`config.mk`:
```
export PLATFORM = sky130hd
export DESIGN_NAME = instr_encoder_loader
export DESIGN_NICKNAME = d
export VERILOG_FILES = /design/src/rtl/rv_isa_pkg.sv /design/src/rtl/instr_packer.sv /design/src/rtl/instr_encoder_loader.sv
export SDC_FILE = /design/constraint.sdc
export NUM_CORES = 1
export LEC_CHECK = 0
export ABC_AREA = 1
export BUFFER_PORTS_ARGS = -buffer_cell sky130_fd_sc_hd__buf_2
export CELL_PAD_IN_SITES_DETAIL_PLACEMENT = 1
export CELL_PAD_IN_SITES_GLOBAL_PLACEMENT = 1
export CORE_MARGIN = 1.5
export CORE_UTILIZATION = 33
export CTS_CLUSTER_SIZE = 12
export DETAILED_ROUTE_END_ITERATION = 10
export GPL_TIMING_DRIVEN = 0
export PLACE_DENSITY = 0.89
export SETUP_SLACK_MARGIN = 0.1
export SLEW_MARGIN = 20
export SYNTH_ARGS = -nofsm -noshare
export SYNTH_HDL_FRONTEND = slang
export SYNTH_SLANG_ARGS = --single-unit
```
`constraint.sdc`:
```
create_clock -name clk -period 2.08 [get_ports clk]
set_input_delay 0.416 -clock clk [delete_from_list [all_inputs] [get_ports clk]]
set_output_delay 0.416 -clock clk [all_outputs]
set_load 0.02 [all_outputs]
```
`src/rtl/rv_isa_pkg.sv`:
```
// RV32I opcode, immediate-format and loader FSM definitions shared by the
// instruction encoder/loader and the control decode path.
package rv_isa_pkg;

  localparam logic [6:0] OP_R      = 7'b0110011;
  localparam logic [6:0] OP_IALU   = 7'b0010011;
  localparam logic [6:0] OP_LOAD   = 7'b0000011;
  localparam logic [6:0] OP_STORE  = 7'b0100011;
  localparam logic [6:0] OP_BRANCH = 7'b1100011;

  typedef logic [1:0] imm_src_t;
  localparam imm_src_t IMM_I = 2'b00;
  localparam imm_src_t IMM_S = 2'b01;
  localparam imm_src_t IMM_B = 2'b10;

  typedef logic [1:0] state_t;
  localparam state_t ST_IDLE  = 2'd0;
  localparam state_t ST_LOAD  = 2'd1;
  localparam state_t ST_DONE  = 2'd2;
  localparam state_t ST_ERROR = 2'd3;

endpackage

```
`src/rtl/instr_packer.sv`:
```
// Combinational RV32I field packer: builds the instruction word for the five
// supported opcode classes and flags tuples that cannot be encoded.
module instr_packer
  import rv_isa_pkg::*;
(
  input  logic [6:0]  op,
  input  logic [4:0]  rd,
  input  logic [4:0]  rs1,
  input  logic [4:0]  rs2,
  input  logic [2:0]  funct3,
  input  logic [6:0]  funct7,
  input  logic [31:0] imm,
  output logic [31:0] word,
  output logic        illegal
);

  logic imm12_ok;
  logic imm13_ok;

  // A value fits a signed N-bit field when all bits from N-1 upward agree.
  assign imm12_ok = (&imm[31:11]) | ~(|imm[31:11]);
  assign imm13_ok = ((&imm[31:12]) | ~(|imm[31:12])) & ~imm[0];

  always_comb begin
    word    = '0;
    illegal = 1'b0;
    case (op)
      OP_R: begin
        word = {funct7, rs2, rs1, funct3, rd, op};
      end
      OP_IALU, OP_LOAD: begin
        word    = {imm[11:0], rs1, funct3, rd, op};
        illegal = ~imm12_ok;
      end
      OP_STORE: begin
        word    = {imm[11:5], rs2, rs1, funct3, imm[4:0], op};
        illegal = ~imm12_ok;
      end
      OP_BRANCH: begin
        word    = {imm[12], imm[10:5], rs2, rs1, funct3, imm[4:1], imm[11], op};
        illegal = ~imm13_ok;
      end
      default: begin
        illegal = 1'b1;
      end
    endcase
  end

endmodule

```
`src/rtl/instr_encoder_loader.sv`:
```
// Loads an encoded RV32I program into instruction memory, one word per
// accepted tuple, while holding the core in reset until the load completes.
module instr_encoder_loader
  import rv_isa_pkg::*;
#(
  parameter int                    ADDR_WIDTH = 32,
  parameter logic [ADDR_WIDTH-1:0] BASE_ADDR  = '0,
  parameter int                    DEPTH      = 1024,
  localparam int                   CW         = $clog2(DEPTH) + 1
) (
  input  logic                  clk,
  input  logic                  rst,
  input  logic                  start,
  input  logic                  in_valid,
  output logic                  in_ready,
  input  logic                  in_last,
  input  logic [6:0]            in_op,
  input  logic [4:0]            in_rd,
  input  logic [4:0]            in_rs1,
  input  logic [4:0]            in_rs2,
  input  logic [2:0]            in_funct3,
  input  logic [6:0]            in_funct7,
  input  logic [31:0]           in_imm,
  output logic                  mem_we,
  output logic [ADDR_WIDTH-1:0] mem_addr,
  output logic [31:0]           mem_wdata,
  output logic                  cpu_hold,
  output logic                  done,
  output logic                  err,
  output logic [CW-1:0]         count
);

  localparam logic [CW-1:0] DEPTH_C = CW'(DEPTH);

  // Handshake: a tuple transfers on a rising edge where in_valid and in_ready
  // are both high; in_ready never depends on in_valid, and the tuple must be
  // held stable by the source until it transfers.
  state_t      state;
  logic        last_seen;
  logic        accept;
  logic        illegal;
  logic [31:0] word;

  instr_packer u_packer (
    .op      (in_op),
    .rd      (in_rd),
    .rs1     (in_rs1),
    .rs2     (in_rs2),
    .funct3  (in_funct3),
    .funct7  (in_funct7),
    .imm     (in_imm),
    .word    (word),
    .illegal (illegal)
  );

  // After the final tuple is taken, input stays closed until DONE is reached
  // one cycle after its write.
  assign in_ready = (state == ST_LOAD) && !last_seen && (count < DEPTH_C);
  assign accept   = in_valid && in_ready;
  assign done     = (state == ST_DONE);
  assign err      = (state == ST_ERROR);
  assign cpu_hold = (state != ST_DONE);

  always_ff @(posedge clk) begin
    if (rst) begin
      state     <= ST_IDLE;
      last_seen <= 1'b0;
      count     <= '0;
      mem_we    <= 1'b0;
      mem_addr  <= BASE_ADDR;
      mem_wdata <= '0;
    end else begin
      mem_we <= 1'b0;
      // start overrides everything, including a tuple accepted this edge.
      if (start) begin
        state     <= ST_LOAD;
        last_seen <= 1'b0;
        count     <= '0;
        mem_addr  <= BASE_ADDR;
      end else if (state == ST_LOAD) begin
        if (last_seen) begin
          state     <= ST_DONE;
          last_seen <= 1'b0;
        end else if (accept) begin
          if (illegal) begin
            state <= ST_ERROR;
          end else begin
            mem_we    <= 1'b1;
            mem_addr  <= BASE_ADDR + (ADDR_WIDTH'(count) << 2);
            mem_wdata <= word;
            count     <= count + 1'b1;
            last_seen <= in_last;
          end
        end
      end
    end
  end

endmodule
```
==> results.md <==
- Pint: 1.80 mW
- I/O Buffers: 127
- Share of cells above drive strength 1: 36.7%
- Worst-path cell chain: buf_2, nor3_4, nand3_4, nand2_4, nand2_4, nor2_4, nand2_4, buf_4, nor2_1, nor2_1
- Via Count: 3814
- Leakage power: 2.55 nW
- Fin nets: 763
- Type of destination of the critical path: register
- Synth warn: 0
- Status: finished, final reports clean
- Most frequent cells in the layout: 131 x buf_2, 98 x nand2_1, 89 x nor2_1
- Area of the mapped netlist: 3630 µm²
- Clock network fraction of total power: 42.3%
- Crit path arrival time: 2.04 ns
- Final Hold Fails: 0
- Clk_lat worst skew: 0.34 ns
- Post-Place Cells: 822
- Setup TNS: 0 ns
- Worst Tran Pin Value: 0.565 ns
- Antenna diodes: 0
- Worst Path Buf+Inv: 2
- First-pass GRT wire length: 18.5 mm
- P_sw: 0.636 mW
- Grt ovf: 0
- DR vias/cell: 4.56
- Tot GR Track Use: 20.4%
- Clock Pin Slew Worst Setup and Hold Paths: 0.07 ns
- Post-CTS setup buffer count: 0
- Combinational power share: 11.8%
- Slew margin rel.: 62.2%
- Cell Count, Final, Fillers Out: 837
- Ports: 149
- CP max-delay cell: nor3_4
- Wire per inst: 13.6 µm
- Final min period: 1.82 ns
- Die area: 11600 µm²
- DRC errors left: 0
- CP max FO: 10
- Final Routed Wirelength: 11.4 mm
- Row Count: 38
- Yosys reg bits: 58
- Maximum operating frequency: 551 MHz
- Crit share post-route: 87.3%
- Yosys cell types: 34
- CTS tree: yes
- WP data required: 2.31 ns
- Clk_skew: 0.00582 ns
- Die height: 108 µm
- Initial antenna violation count: 0
- Core footprint: 10800 µm²
- CP top delay family: simple AND/OR/NAND/NOR gates
- CTS Root Cell: clkbuf_8
- Worst VDD drop: 0.264 mV
- Htree depth: 3
- Seq pwr share: 45.9%
- Slowest Stage Delay on Critical Path: 0.35 ns
- Largest net degree at the start of global routing: 11
- Post-route ant nets: 0
- Num CTS Buffers: 9
- Initial Util: 33.6%
- Final setup viols: 0
- Most common cell after layout, fill and taps aside: buf_2
- Syn avg cell area: 6.78 µm²
- Clock Sinks: 58
- CP Class: input port to register
- GP Congestion: 0.874
- Post-synthesis sequential area ratio: 32.0%
- DRT Pass-1 Iters: 4
- End-of-flow core utilization: 43.8%
- Cells after Synth: 535
- 1st-iter DRT viols: 113
- Max-cap violation count: 0
- Slew Viols, Final: 0
- Power per Cell Area: 516 nW/µm²
- HPWL Detailed: 9.16 mm
- Die Width: 108 µm
- Clock Tree Buf Depth: 2
- Hold Crit Class: input port to register
- Unrepaired setup endpoints after global routing: false
- Final hold slack: 0.334 ns
- CP Launch Type: input port
- Most frequent CP cell: nand2_4
- Sw frac: 26.1%
- Area grow syn2layout: 30.1%
- Vias in the first global route: 3892
[worst paths after layout]
| check | depth (start not counted) | startpoint | slack, ns | to |
|---|---|---|---|---|
| setup / recovery | 10 | in_op[2] | 0.26 | mem_addr[4] |
| hold / removal | 2 | rst | 0.33 | mem_wdata[1] |
| setup reg to reg | 9 | state[0] | 0.27 | mem_wdata[7] |
| hold reg to reg | 2 | mem_addr[8] | 0.46 | mem_addr[8] |
[flip-flops by register name (all words and copies together) (netlist names)]
| signal | cells |
|---|---|
| last_seen | 1 |
| mem_addr | 11 |
| mem_we | 1 |
| count | 11 |
| mem_wdata | 32 |
| state | 2 |
[synthesized netlist by cell type, drive strengths merged]
library cell | n | area (µm²)
or2 | 1 | 6.26
o21ai | 23 | 115
o211ai | 1 | 7.51
buf | 33 | 280
o221ai | 1 | 8.76
nor2 | 110 | 470
a22oi | 1 | 7.51
a21oi | 12 | 63.8
clkbuf | 3 | 11.3
dfxtp | 58 | 1160
ha | 1 | 12.5
a31oi | 1 | 6.26
nand3 | 25 | 148
nand2 | 147 | 797
inv | 89 | 337
nand4 | 18 | 128
conb | 1 | 3.75
clkinv | 2 | 10.0
nor3 | 8 | 56.3
[logic make-up after synthesis]
| kind of cell | Yosys count | synth area share [%] |
|---|---|---|
| AO/OA/AOI/OAI | 39 | 5.76 |
| adder cells (fa/ha/maj) | 1 | 0.345 |
| AND/OR/NAND/NOR | 309 | 44.2 |
| buffers and inverters | 127 | 17.6 |
| flip-flops | 58 | 32.0 |
| other | 1 | 0.103 |
[metal layers]
metal  track usage, %  vias to the layer above  share of wire [%]
met5                0                        -                  0
met4             6.11                        0                1.4
met3             4.00                       15                5.8
met2             38.0                      116                 51
met1             23.3                     1788                 41
li1                 -                     1895                  -
[worst reg2reg max path, delay by kind of cell (launching register included)]
| family | cells | cell delay (ns) |
|---|---|---|
| buf+inv | 3 | 0.49 |
| simple gates | 6 | 0.81 |
| flops | 1 | 0.40 |
[stage by stage]
step,area [µm²],power [mW],setup WS [ns]
2_1_floorplan,3700,1.31,0.254
3_3_place_gp,4520,1.42,-0.274
3_5_place_dp,4520,1.43,-0.343
4_1_cts,4710,2.46,0.0983
5_1_grt,4720,2.55,0.0976
6_report,4720,2.44,0.264
[power by group through the flow]
| stage | logic, mW | clock network [mW] | registers (mW) |
|---|---|---|---|
| final | 0.287 | 1.03 | 1.12 |
| after global routing | 0.317 | 1.11 | 1.12 |
| after CTS | 0.285 | 1.06 | 1.12 |
| after detailed placement | 0.283 | 0 | 1.14 |
| after global placement | 0.274 | 0 | 1.14 |
| after floorplan | 0.163 | 0 | 1.15 |
[area by class of cell]
cell class | count | area, µm²
Buffer | 36 | 295
Timing Repair Buffer | 127 | 636
Multi-Input combinational cell | 370 | 1920
Inverter | 91 | 349
Clock inverter | 3 | 40.0
Tap cell | 140 | 175
Clock buffer | 12 | 145
Sequential cell | 58 | 1160
Fill cell | 1476 | 6070
[repair_timing]
action / 4_1_cts / 5_1_grt
hold buffers: 0 / 0
endpoints found under the setup margin: 9 / 37
gates resized for setup: 1 / 6
Note: power is estimated with default switching activity, not from simulation.
